`config.mk`:
```
export PLATFORM = sky130hd
export DESIGN_NAME = program_memory_ctrl
export DESIGN_NICKNAME = d
export VERILOG_FILES = /design/src/rtl/program_memory_ctrl.sv
export SDC_FILE = /design/constraint.sdc
export NUM_CORES = 1
export LEC_CHECK = 0
export ABC_AREA = 1
export CAP_MARGIN = 20
export CORE_MARGIN = 2
export CORE_UTILIZATION = 39
export DETAILED_ROUTE_END_ITERATION = 10
export GPL_TIMING_DRIVEN = 0
export PLACE_DENSITY = 0.85
export SYNTH_ARGS = -nofsm -noshare
export SYNTH_HDL_FRONTEND = slang
export SYNTH_SLANG_ARGS = --single-unit
export TNS_END_PERCENT = 20
```
`constraint.sdc`:
```
create_clock -name clk_i -period 1.25 [get_ports clk_i]
set_input_delay 0.25 -clock clk_i [delete_from_list [all_inputs] [get_ports clk_i]]
set_output_delay 0.25 -clock clk_i [all_outputs]
set_load 0.005 [all_outputs]
```
`src/rtl/program_memory_ctrl.sv`:
```
`default_nettype none
// ============================================================================
// Module   : program_memory_ctrl
// Purpose  : Sequencer and arbiter in front of the TinyBF program memory.
//            Shares the memory's single read port and single write port
//            between the CPU fetch path and a byte-wide host interface.
//            The host interface supports loading the program and reading
//            the whole memory back. The controller holds off all traffic
//            until the memory's self-initialisation window has elapsed.
// Ports    : clk_i/rst_i          clock, async active-high reset
//            load_req_i           host request to enter/stay in LOAD
//            rb_req_i             host request for a full readback
//            hv_valid_i/hv_data_i host write byte; hv_ready_o accepts it
//            rb_valid_o/rb_data_o readback byte; rb_ready_i accepts it
//            cpu_ren_i/cpu_addr_i CPU fetch request
//            cpu_rdata_o/cpu_rvalid_o fetched instruction (1-cycle latency)
//            cpu_stall_o          CPU must hold its fetch request
//            pm_*                 program memory read/write ports
//            init_done_o          initialisation window elapsed
//            busy_o               controller not in RUN
//            load_count_o         bytes written in current/last LOAD session
// Revision : 1.0 - initial release
// ============================================================================
module program_memory_ctrl #(
  parameter int DATA_W = 8,
  parameter int DEPTH  = 16,
  localparam int AW    = $clog2(DEPTH)
) (
  input  logic              clk_i,
  input  logic              rst_i,
  input  logic              load_req_i,
  input  logic              rb_req_i,
  input  logic              hv_valid_i,
  input  logic [DATA_W-1:0] hv_data_i,
  output logic              hv_ready_o,
  output logic              rb_valid_o,
  output logic [DATA_W-1:0] rb_data_o,
  input  logic              rb_ready_i,
  input  logic              cpu_ren_i,
  input  logic [AW-1:0]     cpu_addr_i,
  output logic [DATA_W-1:0] cpu_rdata_o,
  output logic              cpu_rvalid_o,
  output logic              cpu_stall_o,
  output logic              pm_wen_o,
  output logic [AW-1:0]     pm_waddr_o,
  output logic [DATA_W-1:0] pm_wdata_o,
  output logic              pm_ren_o,
  output logic [AW-1:0]     pm_raddr_o,
  input  logic [DATA_W-1:0] pm_rdata_i,
  output logic              init_done_o,
  output logic              busy_o,
  output logic [AW:0]       load_count_o
);

  // Init counter must be able to hold the value DEPTH itself.
  localparam int CW = $clog2(DEPTH + 1);
  localparam logic [AW-1:0] LAST_ADDR = AW'(DEPTH - 1);

  typedef enum logic [2:0] {
    S_INIT       = 3'd0,
    S_RUN        = 3'd1,
    S_LOAD       = 3'd2,
    S_RB_ISSUE   = 3'd3,
    S_RB_WAIT    = 3'd4,
    S_RB_PRESENT = 3'd5
  } state_t;

  state_t          state;
  logic [CW-1:0]   init_cnt;
  logic [AW-1:0]   ptr;       // shared by load writes and readback reads
  logic            ptr_full;  // set once the last address has been written
  logic            wr_fire;

  // --------------------------------------------------------------------------
  // Combinational port muxing. Reads and writes are mutually exclusive by
  // state: writes only in LOAD, reads only in RUN and RB_ISSUE.
  // --------------------------------------------------------------------------
  assign hv_ready_o  = (state == S_LOAD) && !ptr_full;
  assign wr_fire     = hv_valid_i && hv_ready_o;

  assign pm_wen_o    = wr_fire;
  assign pm_waddr_o  = ptr;
  assign pm_wdata_o  = hv_data_i;

  assign pm_ren_o    = (state == S_RUN) ? cpu_ren_i : (state == S_RB_ISSUE);
  assign pm_raddr_o  = (state == S_RUN) ? cpu_addr_i : ptr;

  assign cpu_rdata_o = pm_rdata_i;
  assign cpu_stall_o = (state != S_RUN);
  assign busy_o      = (state != S_RUN);

  // --------------------------------------------------------------------------
  // Sequencer
  // --------------------------------------------------------------------------
  always_ff @(posedge clk_i or posedge rst_i) begin
    if (rst_i) begin
      state        <= S_INIT;
      init_cnt     <= '0;
      ptr          <= '0;
      ptr_full     <= 1'b0;
      load_count_o <= '0;
      rb_valid_o   <= 1'b0;
      rb_data_o    <= '0;
      cpu_rvalid_o <= 1'b0;
      init_done_o  <= 1'b0;
    end else begin
      // A fetch granted in the last RUN cycle still returns its data in the
      // first cycle of LOAD/readback.
      cpu_rvalid_o <= (state == S_RUN) && cpu_ren_i;

      case (state)
        S_INIT: begin
          if (init_cnt == CW'(DEPTH)) begin
            state       <= S_RUN;
            init_done_o <= 1'b1;
          end else begin
            init_cnt <= init_cnt + CW'(1);
          end
        end

        S_RUN: begin
          if (load_req_i) begin
            state        <= S_LOAD;
            ptr          <= '0;
            ptr_full     <= 1'b0;
            load_count_o <= '0;
          end else if (rb_req_i) begin
            state <= S_RB_ISSUE;
            ptr   <= '0;
          end
        end

        S_LOAD: begin
          if (wr_fire) begin
            load_count_o <= load_count_o + (AW+1)'(1);
            // Saturate at the last address instead of wrapping so address 0
            // can never be overwritten within one session.
            if (ptr == LAST_ADDR) begin
              ptr_full <= 1'b1;
            end else begin
              ptr <= ptr + AW'(1);
            end
          end
          if (!load_req_i) begin
            state <= S_RUN;
          end
        end

        S_RB_ISSUE: begin
          state <= S_RB_WAIT;
        end

        S_RB_WAIT: begin
          rb_data_o  <= pm_rdata_i;
          rb_valid_o <= 1'b1;
          state      <= S_RB_PRESENT;
        end

        S_RB_PRESENT: begin
          if (rb_ready_i) begin
            rb_valid_o <= 1'b0;
            if (ptr == LAST_ADDR) begin
              state <= S_RUN;
            end else begin
              ptr   <= ptr + AW'(1);
              state <= S_RB_ISSUE;
            end
          end
        end

        default: begin
          state <= S_INIT;
        end
      endcase
    end
  end

endmodule
`default_nettype wire

```
==> results of run 1 <==
## cell families (layout without fill, tap and decap cells)
group                      Yosys count  after routing  share of synthesized area
AOI/OAI and AO/OA                   12             12                     0.0404
xor gates and xnor gates             8              8                     0.0404
adders and majority gates            4              4                     0.0288
buffers and inverters               38            134                      0.120
DFF                                 29             29                      0.418
muxes                                3              3                     0.0260
and+or+nand+nor                    117            117                      0.327
## layout make-up
cell class	instances	area, sq um	share of cell area
multi-input combinational	144	866	0.313
timing repair buffer	88	802	0.290
sequential	29	732	0.265
buffer	17	128	0.0462
inverter	21	86.3	0.0312
clock buffer	5	68.8	0.0249
tap	52	65.1	0.0235
clock inverter	3	17.5	0.00633
## sequential cells by signal, indices dropped and copies added (netlist names)
name / count
init_cnt: 5
cpu_rvalid_o: 1
state: 3
init_done_o: 1
rb_data_o: 8
pm_waddr_o: 4
load_count_o: 5
ptr_full: 1
rb_valid_o: 1
## final timing paths
path	start	end	slack [ns]	cells past startpoint
min in group clk_i	pm_rdata_i[6]	rb_data_o[6]$_DFFE_PP0P_	0.33	3
setup reg to reg	state[2]$_DFFE_PP0P_	init_cnt[1]$_DFFE_PP0P_	-0.28	9
max in group asynchronous	rst_i	state[0]$_DFFE_PP0P_	0.42	3
hold reg to reg	rb_data_o[0]$_DFFE_PP0P_	rb_data_o[0]$_DFFE_PP0P_	0.47	2
setup / recovery	state[2]$_DFFE_PP0P_	pm_raddr_o[1]	-0.48	5
hold / removal	rst_i	init_cnt[0]$_DFFE_PP0P_	0.33	2
## per-stage QoR
| step | utilization | hold slack [ns] | instances | total power (W) | TNS (ns) |
|---|---|---|---|---|---|
| 3_3_place_gp | 0.563 | 0.453 | 326 | 0.00427 | -20.61 |
| 4_1_cts | 0.623 | 0.327 | 356 | 0.00562 | -8.31 |
| 3_5_place_dp | 0.569 | 0.462 | 327 | 0.00437 | -11.27 |
| 2_1_floorplan | - | 0.328 | 211 | 0.00323 | -0.543 |
| 5_1_grt | 0.639 | 0.351 | 359 | 0.00640 | -11.64 |
| 6_report | 0.639 | 0.326 | 359 | 0.00596 | -9.50 |
## cell usage in the layout, fill, tap and decap left out, types with 2 or more instances in the layout
cell type / synthesis / final
sky130_fd_sc_hd__dfrtp_1: 29 / 24
sky130_fd_sc_hd__clkdlybuf4s50_1: 0 / 22
sky130_fd_sc_hd__nor2_2: 2 / 3
sky130_fd_sc_hd__nor2_1: 14 / 10
sky130_fd_sc_hd__dlygate4sd2_1: 0 / 20
sky130_fd_sc_hd__a21oi_1: 5 / 2
sky130_fd_sc_hd__nand2_2: 3 / 2
sky130_fd_sc_hd__nand2_4: 5 / 8
sky130_fd_sc_hd__inv_4: 0 / 3
sky130_fd_sc_hd__xor2_1: 3 / 3
sky130_fd_sc_hd__xnor2_1: 5 / 5
sky130_fd_sc_hd__o21ai_1: 0 / 2
sky130_fd_sc_hd__buf_2: 0 / 4
sky130_fd_sc_hd__inv_2: 3 / 3
sky130_fd_sc_hd__nor2_4: 4 / 7
sky130_fd_sc_hd__ha_1: 4 / 4
sky130_fd_sc_hd__inv_1: 17 / 15
sky130_fd_sc_hd__dfrtp_2: 0 / 5
sky130_fd_sc_hd__nand3_1: 21 / 21
sky130_fd_sc_hd__clkbuf_8: 0 / 5
sky130_fd_sc_hd__mux2_4: 3 / 3
sky130_fd_sc_hd__clkinv_2: 1 / 2
sky130_fd_sc_hd__buf_4: 17 / 42
sky130_fd_sc_hd__nand4_1: 2 / 2
sky130_fd_sc_hd__buf_6: 0 / 8
sky130_fd_sc_hd__a21oi_2: 0 / 3
sky130_fd_sc_hd__nand2_1: 63 / 61
sky130_fd_sc_hd__clkdlybuf4s15_1: 0 / 7
## what timing repair did
action | 4_1_cts | 5_1_grt
pin swaps | 5 | 5
setup buffers | 21 | 4
gates resized for setup | 91 | 18
setup endpoints to repair | 64 | 39
## power groups by stage
| stage | Combinational, W | Sequential (W) | Clock [W] |
|---|---|---|---|
| 4_1_cts | 0.00325 | 0.00159 | 0.000781 |
| 3_3_place_gp | 0.00264 | 0.00163 | 0 |
| 6_report | 0.00361 | 0.00159 | 0.000755 |
| 5_1_grt | 0.00394 | 0.00164 | 0.000815 |
| 2_1_floorplan | 0.00162 | 0.00161 | 0 |
| 3_5_place_dp | 0.00272 | 0.00165 | 0 |
## critical path, cell delays in order (launching register included)
cell and delay, ns:
sky130_fd_sc_hd__dfrtp_2 0.43, sky130_fd_sc_hd__nor2_4 0.13, sky130_fd_sc_hd__nand2_4 0.10, sky130_fd_sc_hd__buf_6 0.13, sky130_fd_sc_hd__mux2_4 0.29, sky130_fd_sc_hd__buf_6 0.11
## routing by layer
layer  GRT usage  up-vias  share of wire
met4      0.0901        0          0.024
met1       0.206      808           0.38
met2       0.356       80           0.52
li1            -      844              -
met3      0.0556       12          0.070
met5           0        -              0
==> flow_summary.yaml, run 1 <==
yosys:
  top_cells_by_count_synth: "sky130_fd_sc_hd__nand2_1 (63), sky130_fd_sc_hd__dfrtp_1 (29), sky130_fd_sc_hd__nand3_1 (21)"
  yosysTopAreaCellShare: 0.418
  count_of_cell_types_in_the_netlist: 25
  synth_fp_nets: 242
  yosys_warnings: 0
  async_reset_ff_frac: 1.00
  synth.largest_area_cell: "sky130_fd_sc_hd__dfrtp_1"
  top_reg_cell_synth: "sky130_fd_sc_hd__dfrtp_1"
  syn_inst: 211
  post_synth_main_area_contributors: "sky130_fd_sc_hd__dfrtp_1 (42%), sky130_fd_sc_hd__nand2_1 (14%), sky130_fd_sc_hd__buf_4 (7.4%)"
  syn-cell-area_sq_um: 1740
  synth_seq_area_share: 0.418
  average_footprint_of_a_synthesized_cell_sq_um: 8.22
  post_synth_edffs: 0
  yosys.cell_count.top_type: "sky130_fd_sc_hd__nand2_1"
  synth_seq_cells: 29
run_status:
  violations: "negative setup slack"
  status: "finished, violations left"
timing:
  headroom_to_the_max_slew_limit: 0.608
  setup_ws_ns: -0.476
  maxSlewViolCount: 0
  finClkSkew_ns: 0.0111
  timing.final.crit_share: 1.38
  final_setup_violation_count: 36
  final_period_minus_worst_setup_slack_ns: 1.73
  hold_violations: 0
  worst_slew_pin_slew_ns: 0.588
  max_freq_mhz: 579
  grt_setup_unrepaired: "true"
floorplanning:
  chipWidth_um: 70.7
  floorplan.core_area_sq_um: 4320
  floorplan.initialDensity: 0.401
  die-area_sq_um: 5000
  die_h_um: 70.7
  ioPinCount: 72
  num_rows: 24
global_route:
  first_global_vias: 1784
  first_pass_grt_wire_length_um: 7730
  globalRoute.totalOverflow: 0
  initial_antenna_violation_count: 0
  grt_max_degree: 18
  overall_track_demand_over_capacity_in_global_routing: 0.195
final_layout:
  final_nets: 337
  postLayoutCellArea_sq_um: 2770
  layout-drive-gt1-share: 0.339
  fill_cells: 340
  insertedDiodeCount: 0
  area_growth_syn_to_layout_pct: 59.3
clocking:
  cts.reportedPaths.clkPinSlew_ns: 0.07
  tritoncts: "built"
  cts_max_level: 2
  clock_latency_of_the_later_clocked_register_in_the_worst_skew_pair_ns: 0.28
  number_of_buffers_added_to_fix_hold_violations_after_cts: 0
  numCtsBuffers: 5
  cts_buffer_depth: 2
  clock-sinks: 29
  cts.root.buffer_cell: "sky130_fd_sc_hd__clkbuf_8"
placement:
  instance_area_at_placement_sq_um: 2460
  place.detailed.hpwl_um: 2930
  placement.io_buffers: 63
  place.gp.congestion: 0.825
  place_worst_setup_slack_ns: -0.598
routing:
  dr.pass1.iters: 6
  drc: 0
  drt_iter0_markers: 102
  vias: 1744
  detail-route-antenna-nets: 0
  avgViaCountPerCell: 4.86
  wl_per_cell_um: 13.4
  postRouteWirelength_um: 4790
run:
  drv.max_cap_violation_count: 0
min_path:
  worst_hold_path_type: "in -> async"
power_and_ir_drop:
  max-vdd-ir-drop_v: 0.00114
  p_switching_w: 0.00253
  internal_w: 0.00343
  share_comb_of_total_power: 0.606
  leakagePower_nw: 1.44
  power_frac_seq: 0.267
  pwr_cell_area_nw_per_um2: 2160
  sw_frac_of_total: 0.424
  power.share.clock: 0.127
critical_path:
  cp.required_ns: 1.00
  start_kind: "register"
  worstSetupEndpointType: "primary output"
  arrival_time_reported_for_the_critical_path_endpoint_ns: 1.48
  cp_max_fanout: 5
  crit_path_category: "reg -> out"
Note: power is estimated with default switching activity, not from simulation.
==> run 2, diff against run 1 <==
- CORE_UTILIZATION: 39 -> 36
- PLACE_DENSITY: 0.85 -> 0.8
==> flow_summary.yaml, run 2 (synthesis results as in run 1) <==
routing:
  detail-route-antenna-nets: 0
  vias: 1726
  dr.pass1.iters: 4
  postRouteWirelength_um: 4630
  drt_iter0_markers: 78
  avgViaCountPerCell: 4.79
  drc: 0
  wl_per_cell_um: 12.9
timing:
  hold_violations: 0
  finClkSkew_ns: 0.00678
  timing.final.crit_share: 1.42
  headroom_to_the_max_slew_limit: 0.632
  setup_ws_ns: -0.519
  finalSetupTns_ns: -8.48
  grt_setup_unrepaired: "true"
  max_freq_mhz: 565
  worst_hold_slack_ns: 0.297
  worst_slew_pin_slew_ns: 0.552
  final_period_minus_worst_setup_slack_ns: 1.77
  maxSlewViolCount: 0
  final_setup_violation_count: 36
critical_path:
  reg2reg_depth: 12
  crit_path_category: "reg -> out"
  cp.required_ns: 1.00
  worst_r2r_startpoint: "state[0]$_DFFE_PP0P_"
  reg2reg_to: "pm_waddr_o[0]$_DFFE_PP0P_"
  arrival_time_reported_for_the_critical_path_endpoint_ns: 1.52
  cp_max_fanout: 6
  r2r_setup_slack_ns: -0.36
  worstSetupEndpointType: "primary output"
  start_kind: "register"
floorplanning:
  floorplan.initialDensity: 0.370
  ioPinCount: 72
  floorplan.core_area_sq_um: 4690
  num_rows: 25
  chipWidth_um: 73.4
  die-area_sq_um: 5390
  die_h_um: 73.4
run:
  drv.max_cap_violation_count: 0
placement:
  place.detailed.hpwl_um: 2980
  place_worst_setup_slack_ns: -0.599
  place.gp.congestion: 0.789
  placement.io_buffers: 63
final_layout:
  insertedDiodeCount: 0
  finalCoreUtilization: 0.603
  fill_cells: 416
  layout-drive-gt1-share: 0.340
  area_growth_syn_to_layout_pct: 63.1
  regMostFlops: "rb_data_o"
  final_nets: 336
  largest_reg_flops: 8
  final_common_cell: "sky130_fd_sc_hd__nand2_1"
  final_cell_mix: "sky130_fd_sc_hd__nand2_1 (62), sky130_fd_sc_hd__buf_4 (35), sky130_fd_sc_hd__dfrtp_1 (21), sky130_fd_sc_hd__clkdlybuf4s50_1 (21), sky130_fd_sc_hd__dlygate4sd2_1 (20)"
  largestRegisters: "rb_data_o x8, init_cnt x5, load_count_o x5"
global_route:
  first_pass_grt_wire_length_um: 7310
  overall_track_demand_over_capacity_in_global_routing: 0.178
  first_global_vias: 1594
  grt_max_degree: 19
  globalRoute.totalOverflow: 0
  initial_antenna_violation_count: 0
clocking:
  cts.root.buffer_cell: "sky130_fd_sc_hd__clkbuf_8"
  cts_buffer_depth: 2
  numCtsBuffers: 5
  tritoncts: "built"
  number_of_buffers_added_to_fix_hold_violations_after_cts: 0
  cts.reportedPaths.clkPinSlew_ns: 0.07
  cts_max_level: 2
  clock_latency_of_the_later_clocked_register_in_the_worst_skew_pair_ns: 0.29
  clock-sinks: 29
power_and_ir_drop:
  pwr_cell_area_nw_per_um2: 2230
  total_power_w: 0.00630
  sw_frac_of_total: 0.401
  power.share.clock: 0.164
  leakagePower_nw: 1.45
  max-vdd-ir-drop_v: 0.000988
  power_frac_seq: 0.257
  internal_w: 0.00378
  share_comb_of_total_power: 0.579
  p_switching_w: 0.00253
run_status:
  status: "finished, violations left"
  violations: "negative setup slack"
min_path:
  worst_hold_path_type: "in -> async"
-- run 2: worst max-delay path by stage --
| stage | from | to | slack (ns) | cells past startpoint |
|---|---|---|---|---|
| after floorplan | state[0]$_DFFE_PP0P_ | pm_raddr_o[0] | -0.09 | 4 |
| after global placement | state[0]$_DFFE_PP0P_ | pm_raddr_o[1] | -0.58 | 5 |
| after detailed placement | state[0]$_DFFE_PP0P_ | pm_raddr_o[0] | -0.60 | 5 |
| after CTS | state[2]$_DFFE_PP0P_ | pm_raddr_o[0] | -0.51 | 5 |
| after global routing | state[2]$_DFFE_PP0P_ | pm_raddr_o[2] | -0.56 | 5 |
| final | state[2]$_DFFE_PP0P_ | pm_raddr_o[2] | -0.52 | 5 |
-- run 2: power by group through the flow --
stage	logic [W]	registers, W	clock network (W)
after floorplan	0.00162	0.00161	0
after detailed placement	0.00273	0.00164	0
after global routing	0.00399	0.00168	0.00110
after global placement	0.00264	0.00163	0
final	0.00365	0.00162	0.00104
after CTS	0.00320	0.00161	0.00106
-- run 2: layout make-up --
| type | instances | area [sq um] | area share |
|---|---|---|---|
| Clock buffer | 6 | 82.6 | 0.0292 |
| Buffer | 17 | 128 | 0.0451 |
| Timing Repair Buffer | 87 | 813 | 0.287 |
| Sequential cell | 29 | 736 | 0.260 |
| Inverter | 21 | 85.1 | 0.0301 |
| Clock inverter | 2 | 37.5 | 0.0133 |
| Multi-Input combinational cell | 144 | 881 | 0.311 |
| Tap cell | 54 | 67.6 | 0.0239 |
-- run 2: per-layer routing --
metal,vias up,track usage,wire [um]
met5,-,0,0
met4,0,0.0545,90
met3,8,0.0590,339
met2,72,0.311,2400
li1,842,-,-
met1,804,0.206,1800
-- run 2: through the flow --
step / instances / instance area (sq um)
floorplan: 211 / 1740
global placement: 328 / 2430
detailed placement: 329 / 2460
CTS: 355 / 2720
global route: 360 / 2830
finish: 360 / 2830
-- run 2: critical path, stage by stage, from the launching register on --
cell and delay (ns):
sky130_fd_sc_hd__dfrtp_2 0.45, sky130_fd_sc_hd__nor2_4 0.14, sky130_fd_sc_hd__nand2_4 0.10, sky130_fd_sc_hd__buf_6 0.13, sky130_fd_sc_hd__mux2_4 0.29, sky130_fd_sc_hd__buf_6 0.11
-- run 2: repair_timing --
item / in CTS / in global routing
setup buffers: 18 / 6
setup endpoints to repair: 64 / 41
hold endpoints to repair: 0 / 0
resized for setup: 90 / 26
pin swaps: 6 / 9
==> run 3, diff against run 2 <==
--- a/config.mk
+++ b/config.mk
@@ -12,5 +12,6 @@
 export DETAILED_ROUTE_END_ITERATION = 10
 export GPL_TIMING_DRIVEN = 0
-export PLACE_DENSITY = 0.8
+export PLACE_DENSITY_LB_ADDON = 0.25
+export SLEW_MARGIN = 20
 export SYNTH_ARGS = -nofsm -noshare
 export SYNTH_HDL_FRONTEND = slang
==> constraint.sdc (replaced) <==
create_clock -name clk_i -period 1.25 [get_ports clk_i]
set_input_delay 0.25 -clock clk_i [delete_from_list [all_inputs] [get_ports clk_i]]
set_output_delay 0.25 -clock clk_i [all_outputs]
set_load 0.05 [all_outputs]
==> flow_summary.yaml, run 3 (synthesis results as in run 1) <==
run_status:
  status: "finished, violations left"
  violations: "negative setup slack"
clocking:
  clock-sinks: 29
  cts.root.buffer_cell: "sky130_fd_sc_hd__clkbuf_8"
  cts.reportedPaths.clkPinSlew_ns: 0.07
  numCtsBuffers: 5
  cts_max_level: 2
  number_of_buffers_added_to_fix_hold_violations_after_cts: 0
  tritoncts: "built"
  clock_latency_of_the_later_clocked_register_in_the_worst_skew_pair_ns: 0.28
  cts_buffer_depth: 2
timing:
  worst_slew_pin_slew_ns: 0.617
  timing.final.crit_share: 1.39
  setup_ws_ns: -0.482
  finClkSkew_ns: 0.00664
  final_period_minus_worst_setup_slack_ns: 1.73
  max_freq_mhz: 577
  worst_hold_slack_ns: 0.212
  final_setup_violation_count: 35
  maxSlewViolCount: 0
  hold_violations: 0
  headroom_to_the_max_slew_limit: 0.588
  grt_setup_unrepaired: "true"
placement:
  place.detailed.hpwl_um: 2680
  dp_cells: 328
  place_worst_setup_slack_ns: -0.902
  instance_area_at_placement_sq_um: 2480
  placement.io_buffers: 63
  place.gp.congestion: 0.746
routing:
  dr.pass1.iters: 4
  drc: 0
  vias: 1620
  wl_per_cell_um: 11.7
  avgViaCountPerCell: 4.62
  detail-route-antenna-nets: 0
  postRouteWirelength_um: 4090
  drt_iter0_markers: 78
critical_path:
  crit_path_category: "reg -> out"
  start_kind: "register"
  worstSetupEndpointType: "primary output"
  arrival_time_reported_for_the_critical_path_endpoint_ns: 1.48
  cp.required_ns: 1.00
  reg2reg_depth: 12
  cp_max_fanout: 8
power_and_ir_drop:
  max-vdd-ir-drop_v: 0.00135
  internal_w: 0.00348
  share_comb_of_total_power: 0.652
  power.share.clock: 0.120
  total_power_w: 0.00712
  p_switching_w: 0.00364
  pwr_cell_area_nw_per_um2: 2600
  power_frac_seq: 0.227
  sw_frac_of_total: 0.511
  leakagePower_nw: 1.45
global_route:
  grt_max_degree: 30
  overall_track_demand_over_capacity_in_global_routing: 0.163
  globalRoute.totalOverflow: 0
  first_global_vias: 1533
  first_pass_grt_wire_length_um: 6780
  initial_antenna_violation_count: 0
final_layout:
  largest_reg_flops: 8
  postLayoutCellArea_sq_um: 2740
  regArea_sq_um: 733
  fill_cells: 431
  insertedDiodeCount: 0
  final_nets: 327
  regMostFlops: "rb_data_o"
  layout-drive-gt1-share: 0.441
  area_growth_syn_to_layout_pct: 58.0
  final_cell_mix: "sky130_fd_sc_hd__nand2_1 (59), sky130_fd_sc_hd__buf_4 (40), sky130_fd_sc_hd__dfrtp_1 (23), sky130_fd_sc_hd__nand3_1 (21)"
  total_area_of_multi_input_combinational_cells_sq_um: 888
  largestRegisters: "rb_data_o x8, init_cnt x5, load_count_o x5"
  final_common_cell: "sky130_fd_sc_hd__nand2_1"
  final_cells: 351
floorplanning:
  ioPinCount: 72
  floorplan.core_area_sq_um: 4690
  floorplan.initialDensity: 0.370
  num_rows: 25
  chipWidth_um: 73.4
  die-area_sq_um: 5390
  die_h_um: 73.4
run:
  drv.max_cap_violation_count: 0
min_path:
  worst_hold_path_type: "in -> reg"
  min_delay_path_depth: 3
## run 3: cell types whose count changed in the layout (fill, tap and decap cells not counted), sizes merged
cell	delta
dlygate4sd2	-20
dlymetal6s2s	+6
clkdlybuf4s15	-7
bufinv	-1
clkdlybuf4s50	-9
buf	+18
clkbuf	+4
## run 3: area by class of cell
| type | instances | share of cell area |
|---|---|---|
| well taps | 54 | 0.0246 |
| repair buffers | 78 | 0.266 |
| plain buffers | 17 | 0.0465 |
| multi-input cells | 144 | 0.324 |
| inverters | 21 | 0.0347 |
| clock inverters | 1 | 0.00182 |
| clock buffers | 7 | 0.0351 |
| flip-flops and latches | 29 | 0.267 |
## run 3: stage by stage
step	util	TNS, ns
2_1_floorplan	-	-3.81
4_1_cts	0.577	-6.69
3_5_place_dp	0.528	-20.97
5_1_grt	0.585	-10.52
6_report	0.585	-7.52
3_3_place_gp	0.528	-32.62
## run 3: metal layers
layer,track usage,part of all wire
met1,0.196,0.42
met2,0.265,0.48
met3,0.0576,0.080
met5,0,0
met4,0.0667,0.021
## run 3: worst max-delay path, stage by stage (launching register included)
cell and delay [ns]:
sky130_fd_sc_hd__dfrtp_2 0.50, sky130_fd_sc_hd__inv_6 0.14, sky130_fd_sc_hd__nand2_8 0.09, sky130_fd_sc_hd__mux2_4 0.31
sky130_fd_sc_hd__buf_6 0.15
## run 3: what timing repair did
item                                    in CTS  in global routing
endpoints found under the setup margin      72                 58
resized for setup                          212                 45
setup buffers                               10                  5
pin swaps                                    5                  5
## run 3: worst paths after layout
kind / start / end / slack, ns
max: state[1]$_DFFE_PP0P_ / pm_raddr_o[0] / -0.48
min: pm_rdata_i[6] / rb_data_o[6]$_DFFE_PP0P_ / 0.21
max reg2reg: state[0]$_DFFE_PP0P_ / pm_waddr_o[1]$_DFFE_PP0P_ / -0.28
min reg2reg: rb_data_o[4]$_DFFE_PP0P_ / rb_data_o[4]$_DFFE_PP0P_ / 0.46
max in group asynchronous: rst_i / state[0]$_DFFE_PP0P_ / 0.44
min in group asynchronous: rst_i / load_count_o[1]$_DFFE_PP0P_ / 0.37
## run 3: power by group through the flow
stage	clock [W]	combinational, W	sequential (W)
after floorplan	0	0.00228	0.00231
after global routing	0.000927	0.00501	0.00167
after CTS	0.000885	0.00457	0.00163
final	0.000858	0.00464	0.00162
after global placement	0	0.00402	0.00165
after detailed placement	0	0.00406	0.00166
